**config.mk**
```make
export PLATFORM = sky130hd
export DESIGN_NAME = game_sequencer_flat
export DESIGN_NICKNAME = d
export VERILOG_FILES = /design/src/rtl/game_pkg.sv /design/src/rtl/game_sequencer_if.sv /design/src/rtl/game_sequencer_step_timer.sv /design/src/rtl/game_sequencer.sv /design/src/flat_wrapper.sv
export SDC_FILE = /design/constraint.sdc
export NUM_CORES = 1
export LEC_CHECK = 0
export CORE_MARGIN = 2
export CORE_UTILIZATION = 35
export DETAILED_ROUTE_END_ITERATION = 8
export HOLD_SLACK_MARGIN = 0.08
export MAX_ROUTING_LAYER = met4
export PLACE_DENSITY = 0.73
export SLEW_MARGIN = 20
export SYNTH_ARGS = -nofsm -noshare
export SYNTH_HDL_FRONTEND = slang
export SYNTH_SLANG_ARGS = --single-unit
```
**constraint.sdc**
```tcl
create_clock -name clock -period 4.5 [get_ports clock]
set_clock_uncertainty 0.05 [all_clocks]
set_input_delay 0.45 -clock clock [delete_from_list [all_inputs] [get_ports clock]]
set_output_delay 0.45 -clock clock [all_outputs]
set_load 0.03 [all_outputs]
```
**src/rtl/game_pkg.sv**
```systemverilog
// Shared types, widths and helpers for the Bricks game-flow controller.
package game_pkg;

  localparam int BRICK_COUNT = 56;
  localparam int CNT_W       = 8;
  localparam int LIVES_W     = 2;
  localparam int LEVEL_W     = 2;

  localparam logic [LEVEL_W-1:0] MAX_LEVEL = 2'd3;

  typedef enum logic [2:0] {
    ST_IDLE  = 3'd0,
    ST_SERVE = 3'd1,
    ST_PLAY  = 3'd2,
    ST_PAUSE = 3'd3,
    ST_LOST  = 3'd4,
    ST_CLEAR = 3'd5,
    ST_OVER  = 3'd6
  } state_e;

  // Ticks per ball step at a given level; the floor also guards against underflow.
  function automatic logic [CNT_W-1:0] step_period(input int base, input int step,
                                                   input int floor_p,
                                                   input logic [LEVEL_W-1:0] level);
    int red;
    red = int'(level) * step;
    if (red + floor_p >= base) return CNT_W'(floor_p);
    return CNT_W'(base - red);
  endfunction

endpackage

```
**src/rtl/game_sequencer_if.sv**
```systemverilog
// Signal bundle between the game sequencer and its keypad/divider and game-object neighbours.
interface game_sequencer_if;
  import game_pkg::*;

  // No valid/ready backpressure: tick, step_en, serve and bricks_reload are one-clock
  // strobes that are consumed on the clock they are high; start and ball_lost are levels.
  logic                   tick;
  logic                   start;
  logic                   ball_lost;
  logic [BRICK_COUNT-1:0] bricks;
  logic                   step_en;
  logic                   serve;
  logic                   bricks_reload;
  logic [LIVES_W-1:0]     lives;
  logic [LEVEL_W-1:0]     level;
  logic [2:0]             state;

  modport master (
    output tick, start, ball_lost, bricks,
    input  step_en, serve, bricks_reload, lives, level, state
  );

  modport slave (
    input  tick, start, ball_lost, bricks,
    output step_en, serve, bricks_reload, lives, level, state
  );

endinterface

```
**src/rtl/game_sequencer_step_timer.sv**
```systemverilog
// Divides the 100 Hz tick down to ball/plate step pulses while play is running.
module step_timer
  import game_pkg::*;
(
  input  logic             clock,
  input  logic             reset,
  input  logic             tick,
  input  logic             run,
  input  logic             clear,
  input  logic [CNT_W-1:0] period,
  output logic             step_en
);

  logic [CNT_W-1:0] step_cnt_q, step_cnt_d;
  logic             step_q, step_d;

  always_comb begin
    step_cnt_d = step_cnt_q;
    step_d     = 1'b0;
    if (clear) begin
      step_cnt_d = '0;
    end else if (run && tick) begin
      if (step_cnt_q == period - 1'b1) begin
        step_cnt_d = '0;
        step_d     = 1'b1;
      end else begin
        step_cnt_d = step_cnt_q + 1'b1;
      end
    end
  end

  always_ff @(posedge clock) begin
    if (reset) begin
      step_cnt_q <= '0;
      step_q     <= 1'b0;
    end else begin
      step_cnt_q <= step_cnt_d;
      step_q     <= step_d;
    end
  end

  // A step due on the tick that ended play is dropped rather than leaking into LOST/CLEAR/OVER.
  assign step_en = step_q & run;

endmodule

```
**src/rtl/game_sequencer.sv**
```systemverilog
// Bricks game-flow FSM: serve/play/pause/lost/clear/over, lives, level and step pacing.
module game_sequencer
  import game_pkg::*;
#(
  parameter int LIVES_INIT  = 3,
  parameter int SERVE_TICKS = 100,
  parameter int PAUSE_TICKS = 100,
  parameter int BASE_PERIOD = 50,
  parameter int PERIOD_STEP = 10,
  parameter int MIN_PERIOD  = 10
) (
  input logic              clock,
  input logic              reset,
  game_sequencer_if.slave  bus
);

  localparam logic [CNT_W-1:0]   SERVE_LAST = CNT_W'(SERVE_TICKS - 1);
  localparam logic [CNT_W-1:0]   PAUSE_LAST = CNT_W'(PAUSE_TICKS - 1);
  localparam logic [LIVES_W-1:0] LIVES_LOAD = LIVES_W'(LIVES_INIT);

  state_e             state_q, state_d;
  logic [CNT_W-1:0]   cnt_q, cnt_d;
  logic [LIVES_W-1:0] lives_q, lives_d;
  logic [LEVEL_W-1:0] level_q, level_d;
  logic               start_q;
  logic               serve_q, serve_d;
  logic               reload_q, reload_d;
  logic               start_rise;
  logic               bricks_empty;
  logic               step_clear;
  logic [CNT_W-1:0]   period;

  assign start_rise   = bus.start & ~start_q;
  assign bricks_empty = (bus.bricks == '0);
  assign period       = step_period(BASE_PERIOD, PERIOD_STEP, MIN_PERIOD, level_q);

  // start_q resets high so a key already held at reset is not seen as a press.
  always_ff @(posedge clock) begin
    if (reset) begin
      state_q  <= ST_IDLE;
      cnt_q    <= '0;
      lives_q  <= '0;
      level_q  <= '0;
      start_q  <= 1'b1;
      serve_q  <= 1'b0;
      reload_q <= 1'b0;
    end else begin
      state_q  <= state_d;
      cnt_q    <= cnt_d;
      lives_q  <= lives_d;
      level_q  <= level_d;
      start_q  <= bus.start;
      serve_q  <= serve_d;
      reload_q <= reload_d;
    end
  end

  always_comb begin
    state_d = state_q;
    unique case (state_q)
      ST_IDLE:  if (start_rise) state_d = ST_SERVE;
      ST_SERVE: if (bus.tick && cnt_q == SERVE_LAST) state_d = ST_PLAY;
      ST_PLAY: begin
        // Clearing the wall wins over losing the ball on the same tick.
        if (bus.tick && bricks_empty)       state_d = ST_CLEAR;
        else if (bus.tick && bus.ball_lost) state_d = (lives_q == 2'd1) ? ST_OVER : ST_LOST;
        else if (start_rise)                state_d = ST_PAUSE;
      end
      ST_PAUSE: if (start_rise) state_d = ST_PLAY;
      ST_LOST,
      ST_CLEAR: if (bus.tick && cnt_q == PAUSE_LAST) state_d = ST_SERVE;
      ST_OVER:  if (start_rise) state_d = ST_IDLE;
      default:  state_d = ST_IDLE;
    endcase
    cnt_d = (state_d != state_q) ? '0 : (bus.tick ? cnt_q + 1'b1 : cnt_q);
  end

  always_comb begin
    lives_d    = lives_q;
    level_d    = level_q;
    serve_d    = 1'b0;
    reload_d   = 1'b0;
    step_clear = (state_q == ST_SERVE) && (state_d == ST_PLAY);
    if (state_q == ST_IDLE && state_d == ST_SERVE) begin
      lives_d  = LIVES_LOAD;
      level_d  = '0;
      reload_d = 1'b1;
    end
    if (state_q != ST_SERVE && state_d == ST_SERVE) serve_d = 1'b1;
    if (state_q == ST_PLAY && (state_d == ST_LOST || state_d == ST_OVER))
      lives_d = (lives_q == '0) ? '0 : lives_q - 1'b1;
    if (state_q == ST_CLEAR && state_d == ST_SERVE) begin
      level_d  = (level_q == MAX_LEVEL) ? level_q : level_q + 1'b1;
      reload_d = 1'b1;
    end
  end

  step_timer u_step_timer (
    .clock   (clock),
    .reset   (reset),
    .tick    (bus.tick),
    .run     (state_q == ST_PLAY),
    .clear   (step_clear),
    .period  (period),
    .step_en (bus.step_en)
  );

  assign bus.serve         = serve_q;
  assign bus.bricks_reload = reload_q;
  assign bus.lives         = lives_q;
  assign bus.level         = level_q;
  assign bus.state         = state_q;

endmodule
```
**src/flat_wrapper.sv**
```systemverilog
// flat-port wrapper written by rule: the top's interface ports become plain ports
module game_sequencer_flat import game_pkg::*;
#(
  parameter int LIVES_INIT  = 3,
  parameter int SERVE_TICKS = 100,
  parameter int PAUSE_TICKS = 100,
  parameter int BASE_PERIOD = 50,
  parameter int PERIOD_STEP = 10,
  parameter int MIN_PERIOD  = 10
)
  (clock, reset, bus_tick, bus_start, bus_ball_lost, bus_bricks, bus_step_en, bus_serve, bus_bricks_reload, bus_lives, bus_level, bus_state);
  game_sequencer_if bus_i ();
  input logic clock;
  input logic reset;
  input wire logic [$bits(bus_i.tick)-1:0] bus_tick;
  input wire logic [$bits(bus_i.start)-1:0] bus_start;
  input wire logic [$bits(bus_i.ball_lost)-1:0] bus_ball_lost;
  input wire logic [$bits(bus_i.bricks)-1:0] bus_bricks;
  output wire logic [$bits(bus_i.step_en)-1:0] bus_step_en;
  output wire logic [$bits(bus_i.serve)-1:0] bus_serve;
  output wire logic [$bits(bus_i.bricks_reload)-1:0] bus_bricks_reload;
  output wire logic [$bits(bus_i.lives)-1:0] bus_lives;
  output wire logic [$bits(bus_i.level)-1:0] bus_level;
  output wire logic [$bits(bus_i.state)-1:0] bus_state;
  assign bus_i.tick = bus_tick;
  assign bus_i.start = bus_start;
  assign bus_i.ball_lost = bus_ball_lost;
  assign bus_i.bricks = bus_bricks;
  assign bus_step_en = bus_i.step_en;
  assign bus_serve = bus_i.serve;
  assign bus_bricks_reload = bus_i.bricks_reload;
  assign bus_lives = bus_i.lives;
  assign bus_level = bus_i.level;
  assign bus_state = bus_i.state;
  game_sequencer #(.LIVES_INIT(LIVES_INIT), .SERVE_TICKS(SERVE_TICKS), .PAUSE_TICKS(PAUSE_TICKS), .BASE_PERIOD(BASE_PERIOD), .PERIOD_STEP(PERIOD_STEP), .MIN_PERIOD(MIN_PERIOD)) u_core (.clock(clock), .reset(reset), .bus(bus_i));
endmodule
```
==> results_dict.tcl <==
set metrics [dict create \
    status "finished clean" \
    maxCapViolations 0 \
    synth_commonest_cells "27 x dfxtp_1, 17 x nand2_1, 14 x nor3_1" \
    start_kind "input port" \
    grt_usage_pct 17.0 \
    hpwl_mm 3.79 \
    grt_start_max_net_pins 22 \
    ir_drop_mv 0.104 \
    syn_nets 285 \
    h-tree-depth 1 \
    cp_data_required_time_ns 4.56 \
    reg2reg_to "u_core.u_step_timer.step_q" \
    drc_errors 0 \
    rr_worst_depth 7 \
    cts_made_buffers 3 \
    period_share_pct 58.1 \
    finalHoldViolations 0 \
    ant_nets 0 \
    fmax_mhz 382 \
    syn_avg_cell_area_um2 8.56 \
    first_pass_iters 4 \
    crit_chain "clkdlybuf4s50_1 > nor4b_1 > nand4_1 > or4_1 > a21oi_4 > nor3_1" \
    setup_violations 0 \
    grt_pass1_vias 1764 \
    relSlewSlack_pct 34.6 \
    slowest_stage "clkdlybuf4s50_1" \
    post-synth-top-count-cell "dfxtp_1" \
    synthFlopType "dfxtp_1" \
    rsz0062_at_grt "false" \
    cts_tree "built" \
    synth_edf_count 0 \
    powerDensity_nw_per_um2 184 \
    die_h_um 76.7 \
    synth_top_area_share_pct 29.2 \
    vias 1848 \
    synth_async_sr_flop_share_pct 0 \
    cts_buffer_depth 2 \
    ys_ff_latch 27 \
    fin_nets 352 \
    tightest_slew_ns 0.965 \
    fillers 487 \
    min_path_type "reg -> reg" \
    core_um2 5110 \
    yosysWarnings 0 \
    clkTransAtPathRegs_ns 0.09 \
    cts_hold_buf 0 \
    slew_viol_final 0 \
    pin_count 71 \
    antenna_found_initial 0 \
    reg2reg_slack_ns 1.91 \
    synthTopCellsByArea "dfxtp_1 29%, xnor2_1 5.7%, ha_1 5.4%" \
    portBuffers 70 \
    globalRoute.totalOverflow 0 \
    netlist_area_um2 1850 \
    tns_ns 0 \
    cts.sinks 27 \
    syn_inst 216 \
    leakagePower_nw 0.892 \
    root_buffer "clkbuf_8" \
    synth.distinct_cells 57 \
    yosysTopAreaCell "dfxtp_1" \
    cp_max_fo 12 \
    cts_setup_buffers 0 \
    whs_ns 0.484 \
    diodes 0 \
    area_growth_pct 43.2 \
    insertion_delay_ns 0.27 \
    drt_wl_total_mm 4.68 \
    critPathMaxStageDelay_ns 0.72 \
    finalPower_mw 0.486 \
    cp.buffers_inverters 1 \
    drive_gt1_share_pct 6.74 \
    ys_seq_area_share_pct 29.2 \
    worst_ep_arrival_time_ns 2.68 \
    die_width_um 76.7 \
    path_class "in -> reg" \
    place.gp.congestion 0.784 \
    critical-path-top-delay-family "simple AND/OR/NAND/NOR gates" \
    grt_pass1_wl_mm 8.13 \
    crit_path_end_kind "register" \
    hp-start "u_core.bus.lives[1]" \
    via_per_inst 5.25 \
    cts_resized 0 \
    dieArea_um2 5880 \
    hold-path-endpoint "u_core.bus.lives[1]" \
    initial_utilization_pct 36.2 \
    worstReg2RegStart "u_core.bus.level[1]" \
    rows 26 \
    wire_per_inst_um 13.3 \
    period_minus_slack_ns 2.62 \
    hold_depth 2 \
    drt_iter0_drc 176 \
]
metal layers:
layer,up-vias,GRT usage [%],wire length (um)
li1,939,-,-
met1,872,22.5,2240
met2,31,28.2,2270
met3,6,1.53,116
met4,0,3.82,57
met5,-,-,0
tightest hold or removal path, cell delays in order (launching register included):
cell and delay, ns:
dfxtp_1 0.35, nand2b_1 0.08, o22ai_1 0.06
cell families after synthesis:
| logic type | after synthesis | synth area share (%) |
|---|---|---|
| AND/OR/NAND/NOR | 106 | 33.9 |
| multiplexers | 2 | 1.08 |
| buffers and inverters | 15 | 3.52 |
| flip-flops | 27 | 29.2 |
| XOR/XNOR | 20 | 9.48 |
| AO/OA/AOI/OAI | 38 | 17.4 |
| adder cells (fa/ha/maj) | 8 | 5.42 |
worst max path at each step:
stage	from	end	slack, ns	cells after the start
final	bus_tick	u_core.cnt_q[4]	1.88	6
after global routing	u_core.bus.level[1]	u_core.u_step_timer.step_cnt_q[5]	1.68	7
after CTS	bus_tick	u_core.cnt_q[4]	1.89	6
after detailed placement	bus_tick	u_core.cnt_q[6]	1.59	6
after global placement	bus_tick	u_core.cnt_q[5]	1.69	6
after floorplan	u_core.bus.level[1]	u_core.u_step_timer.step_q	1.96	7
where the power goes:
group          internal, mW  switching [mW]
Clock                0.0634          0.0723
Sequential            0.244         0.00593
Combinational        0.0644          0.0361
Total                 0.372           0.114
registers in the layout, summed over array words and instances, names as in the netlist:
register                        count
u_core.bus.bricks_reload            1
u_core.bus.level                    2
u_core.bus.lives                    2
u_core.bus.serve                    1
u_core.bus.state                    3
u_core.cnt_q                        8
u_core.start_q                      1
u_core.u_step_timer.step_cnt_q      8
u_core.u_step_timer.step_q          1
stage by stage:
stage          setup WS [ns]  utilization (%)  std cells  cell area, um2
2_1_floorplan           1.96                -        216            1850
3_3_place_gp            1.69             50.9        348            2600
3_5_place_dp            1.59             50.9        348            2600
4_1_cts                 1.89             51.8        352            2650
5_1_grt                 1.68             51.8        352            2650
6_report                1.88             51.8        352            2650
placed cells by master, fill, tap and decap left out, types with 3 or more instances in the layout:
cell type / n
clkbuf_8: 3
xor2_1: 8
nand4_1: 10
nand3_1: 8
a21oi_1: 10
and2_1: 4
nor3_1: 14
ha_1: 8
nor3b_1: 3
xnor2_1: 12
inv_1: 6
o21ai_0: 4
nand2b_1: 3
dfxtp_1: 27
and3_1: 3
nor2_1: 13
nor4_2: 4
nor4_1: 9
clkdlybuf4s50_1: 70
nand2_1: 17
cell type report:
cell class	count	area, um2	area share, %
clock buffer	4	45.0	1.70
inverter	6	22.5	0.851
multi-input combinational	174	1240	47.0
sequential	27	541	20.4
tap	70	87.6	3.31
timing repair buffer	71	708	26.8
No activity file was read; power rests on OpenSTA's default activity.
